### src/rtl/fc_pool_relu.sv
// fc_pool_relu: single-cycle ReLU / 2x2 max-pool / 4x2 fully-connected unit with registered output.
// Define FCPR_FC_SAT_EN to saturate FC results to 16 bits instead of wrapping.
module fc_pool_relu #(
  parameter int BITWIDTH       = 32,
  parameter int MP_BITWIDTH    = 8,
  parameter int FC_INPUT_SIZE  = 4,
  parameter int FC_OUTPUT_SIZE = 2
) (
  input  logic                                              clk_i,
  input  logic                                              rst_n_i,
  input  logic                                              valid_i,
  input  logic [3:0]                                        op_i,
  input  logic [31:0]                                       data1_i,
  input  logic [31:0]                                       data2_i,
  input  logic [MP_BITWIDTH*FC_INPUT_SIZE*FC_OUTPUT_SIZE-1:0] weight_i,
  output logic                                              valid_o,
  output logic [31:0]                                       data_o
);
  localparam logic [3:0] OP_RELU = 4'b0111;
  localparam logic [3:0] OP_MAX  = 4'b1000;
  localparam logic [3:0] OP_FC   = 4'b1001;
  localparam int ACC_W = 2*MP_BITWIDTH + $clog2(FC_INPUT_SIZE+1) + 1;
  logic        valid_q, valid_d;
  logic [31:0] data_q, data_d;
  logic [31:0] relu, mp, fc, res;
  logic signed [MP_BITWIDTH-1:0]   mx;
  logic signed [2*MP_BITWIDTH-1:0] p;
  logic signed [ACC_W-1:0]         acc;
  logic                            unused;
  assign unused = ^data2_i[15:0];
  always_comb begin
    relu = data1_i[BITWIDTH-1] ? 32'h0 : data1_i;
    mx = data1_i[MP_BITWIDTH-1:0];
    for (int k = 1; k < 4; k++)
      mx = ($signed(data1_i[MP_BITWIDTH*k +: MP_BITWIDTH]) > mx) ? data1_i[MP_BITWIDTH*k +: MP_BITWIDTH] : mx;
    mp = {{(32-MP_BITWIDTH){1'b0}}, mx};
    fc = '0;
    acc = '0;
    p = '0;
    for (int j = 0; j < FC_OUTPUT_SIZE; j++) begin
      acc = ACC_W'($signed(data2_i[16+MP_BITWIDTH*j +: MP_BITWIDTH]));
      for (int i = 0; i < FC_INPUT_SIZE; i++) begin
        p = $signed(data1_i[MP_BITWIDTH*i +: MP_BITWIDTH]) *
            $signed(weight_i[MP_BITWIDTH*(FC_INPUT_SIZE*j+i) +: MP_BITWIDTH]);
        acc = acc + ACC_W'(p);
      end
`ifdef FCPR_FC_SAT_EN
      fc[16*j +: 16] = (acc > 32767) ? 16'h7FFF : (acc < -32768) ? 16'h8000 : acc[15:0];
`else
      fc[16*j +: 16] = acc[15:0];
`endif
    end
    res = (op_i == OP_RELU) ? relu :
          (op_i == OP_MAX)  ? mp   :
          (op_i == OP_FC)   ? fc   : data1_i;
    valid_d = valid_i;
    data_d  = valid_i ? res : data_q;
  end
  always_ff @(posedge clk_i) begin
    if (!rst_n_i) begin
      valid_q <= 1'b0;
      data_q  <= 32'h0;
    end else begin
      valid_q <= valid_d;
      data_q  <= data_d;
    end
  end
  assign valid_o = valid_q;
  assign data_o  = data_q;
endmodule

### config.mk
export PLATFORM = sky130hd
export DESIGN_NAME = fc_pool_relu
export DESIGN_NICKNAME = d
export VERILOG_FILES = /design/src/rtl/fc_pool_relu.sv
export SDC_FILE = /design/constraint.sdc
export NUM_CORES = 2
export LEC_CHECK = 0
export ABC_CLOCK_PERIOD_IN_PS = 15800
export CAP_MARGIN = 0
export CORE_MARGIN = 2
export CORE_UTILIZATION = 50
export CTS_CLUSTER_SIZE = 25
export DETAILED_ROUTE_END_ITERATION = 6
export PLACE_DENSITY = 0.73
export SETUP_SLACK_MARGIN = 0.2
export SYNTH_ARGS = -nofsm -noshare
export SYNTH_HDL_FRONTEND = slang
export SYNTH_SLANG_ARGS = --single-unit
### constraint.sdc
create_clock -name clk_i -period 15.8 [get_ports clk_i]
set_input_delay 2.37 -clock clk_i [delete_from_list [all_inputs] [get_ports clk_i]]
set_output_delay 2.37 -clock clk_i [all_outputs]
set_load 0.01 [all_outputs]
==> impl_metrics.py <==
metrics = {
    "run_status": {
        "status": "complete, no violations",
    },
    "layout": {
        "nets": 3575,
        "most-common-layout-cells": "inv_1, fa_1, and2_1, ha_1, nand2_1",
        "final_common_cell": "inv_1",
        "drive_above_1_share": 0.0152,
        "fillers": 4085,
        "syn_to_final_growth_pct": 10.1,
    },
    "sta": {
        "fin_crit_ns": 10.12,
        "setup_viol": 0,
        "fin_setup_tns_ns": 0,
        "fmax_ghz": 0.0988,
        "rsz0062_at_grt": "false",
        "hold_violations": 0,
        "fin_skew_ns": 0,
        "period_share": 0.640,
        "worst_pin_slew_ns": 1.24,
        "final_max_slew_viol_count": 0,
        "slew_headroom": 0.172,
    },
    "clock_network": {
        "cts_resized": 0,
        "clk_latency_ns": 0.28,
        "post-cts-setup-buffers": 0,
        "numClockSinks": 33,
        "root_buffer": "clkbuf_16",
        "htreeDepth": 2,
        "cts_buffers": 5,
        "hold_buffers": 0,
        "cts_tree": "built",
        "clkTransAtPathRegs_ns": 0.05,
        "cts_buffer_depth": 2,
    },
    "detailed_routing": {
        "drt-met1-wl_um": 24200,
        "ant_nets": 0,
        "drt_iter0_drc": 775,
        "first_pass_iters": 5,
        "num_vias": 17000,
        "wl_per_cell_um": 18.9,
        "top_layer": "met5",
        "drc_errors": 0,
        "met3_length_um": 3370,
        "route.met2.wl_um": 31600,
        "wirelength_um": 61300,
        "vias_per_cell": 5.24,
    },
    "setup_path": {
        "r2r_end": "data_o[5]",
        "r2r_slack_ns": 14.85,
        "cp.required_ns": 16.00,
        "crit_type": "in2reg",
        "reg2reg_depth": 4,
        "cp-end-kind": "register",
        "cp_max_fo": 19,
        "arrival_ns": 10.32,
        "regToRegStartpoint": "data_o[5]",
        "critPathLaunchType": "input port",
    },
    "global_route": {
        "grt_usage": 0.267,
        "grt_antenna_before_repair": 7,
        "grt_start_max_net_pins": 59,
        "grt_overflow": 0,
        "first_global_vias": 19400,
        "grt_pass1_wl_um": 99700,
    },
    "die": {
        "die_area_um2": 48600,
        "core-area_um2": 46400,
        "die_y_um": 220,
        "ios": 168,
        "rows": 79,
        "dieWidth_um": 220,
        "start_util": 0.505,
    },
    "synthesis": {
        "netlist_instances": 2517,
        "synth_top_cells_by_area": "fa_1, inv_1, ha_1",
        "synth_seq_cells": 33,
        "synth_top_area_share": 0.511,
        "synth_ff_type": "dfxtp_1",
        "synth_area_per_cell_um2": 9.31,
        "synth-edff-count": 0,
        "ys_seq_area_frac": 0.0282,
        "yosysWarningCount": 0,
        "synth_cell_types": 52,
        "synth_area_um2": 23400,
        "synth_top_area_cell": "fa_1",
        "synth-async-reset-ratio": 0,
        "syn_nets": 3458,
    },
    "job": {
        "maxCapViolCount": 0,
    },
    "min_path": {
        "hp-start": "data_o[13]",
        "min_path_cells": 2,
        "hp-class": "reg2reg",
        "min_to": "data_o[13]",
    },
    "placed_design": {
        "routabilityCongestion": 0.912,
        "io_buffers": 151,
        "dp_hpwl_um": 52500,
    },
}
[synthesized netlist by cell type (all sizes together) (3+ instances only)]
| cell type | count |
|---|---|
| inv | 717 |
| fa | 598 |
| and2 | 288 |
| ha | 208 |
| nand2 | 206 |
| xnor2 | 69 |
| nor2 | 67 |
| clkbuf | 65 |
| o21ai | 40 |
| dfxtp | 33 |
| a21oi | 25 |
| nor2b | 24 |
| nand2b | 21 |
| a211oi | 19 |
| a22oi | 18 |
| a21o | 12 |
| o21a | 12 |
| o211ai | 11 |
| xor2 | 10 |
| nor3 | 9 |
| mux2i | 7 |
| nand3 | 6 |
| a31oi | 5 |
| a211o | 4 |
| and3 | 4 |
| o221a | 4 |
| o31ai | 4 |
| a221oi | 3 |
| nand4 | 3 |
| o2111ai | 3 |
[cell type report]
cell class / count / area [µm²] / share of cell area
flip-flops and latches: 33 / 661 / 0.0256
repair buffers: 176 / 1690 / 0.0657
multi-input cells: 1701 / 19800 / 0.769
inverters: 717 / 2690 / 0.104
well taps: 607 / 759 / 0.0295
diodes: 2 / 5.00 / 0.000194
clock buffers: 7 / 143 / 0.00553
[worst max-delay path, cell delays in order]
cell	delay, ns
clkdlybuf4s50_1	1.30
nand2_1	0.20
fa_1	0.56
fa_1	0.54
fa_1	0.52
fa_1	0.51
inv_1	0.05
fa_1	0.51
fa_1	0.51
inv_1	0.05
fa_1	0.45
fa_1	0.49
inv_1	0.04
ha_1	0.31
nor2b_1	0.16
o31a_1	0.28
or4_1	0.47
a31o_2	0.24
a31oi_1	0.20
xnor2_1	0.17
a21o_1	0.22
a21oi_1	0.15
[routing by layer]
metal | global-route usage | vias up
li1 | - | 7541
met5 | 0 | -
met2 | 0.485 | 485
met4 | 0.0846 | 8
met1 | 0.328 | 8792
met3 | 0.0359 | 167
[how the worst max path moves through the flow]
stage / to / startpoint
floorplan: data_o[31] / data1_i[21]
global placement: data_o[31] / data1_i[21]
detailed placement: data_o[31] / data1_i[21]
CTS: data_o[31] / data1_i[21]
global route: data_o[31] / data1_i[21]
finish: data_o[31] / data1_i[21]
[registers in the layout, summed over array words and instances (netlist names)]
signal and count:
data_o 32, valid_o 1
[metrics by stage]
step | area (µm²) | util | setup slack (ns) | cells | hold slack [ns]
after CTS | 25800 | 0.556 | 5.77 | 3241 | 0.477
after detailed placement | 25600 | 0.553 | 5.47 | 3234 | 0.466
after global routing | 25800 | 0.556 | 5.46 | 3241 | 0.486
final | 25800 | 0.556 | 5.68 | 3243 | 0.477
after global placement | 25600 | 0.553 | 5.57 | 3234 | 0.448
after floorplan | 23400 | - | 6.87 | 2517 | 0.479
[cell families after synthesis]
logic type      count (synthesis)  synth area share
xor+xnor                       79            0.0295
flops                          33            0.0282
simple gates                  636             0.141
compound gates                173            0.0506
buf+inv                       783             0.125
fa+ha+maj                     806             0.622
mux                             7           0.00299
Power is left out: the tool's default activity adds up to more than one toggle a clock period on the data nets, which glitch-free logic cannot reach.
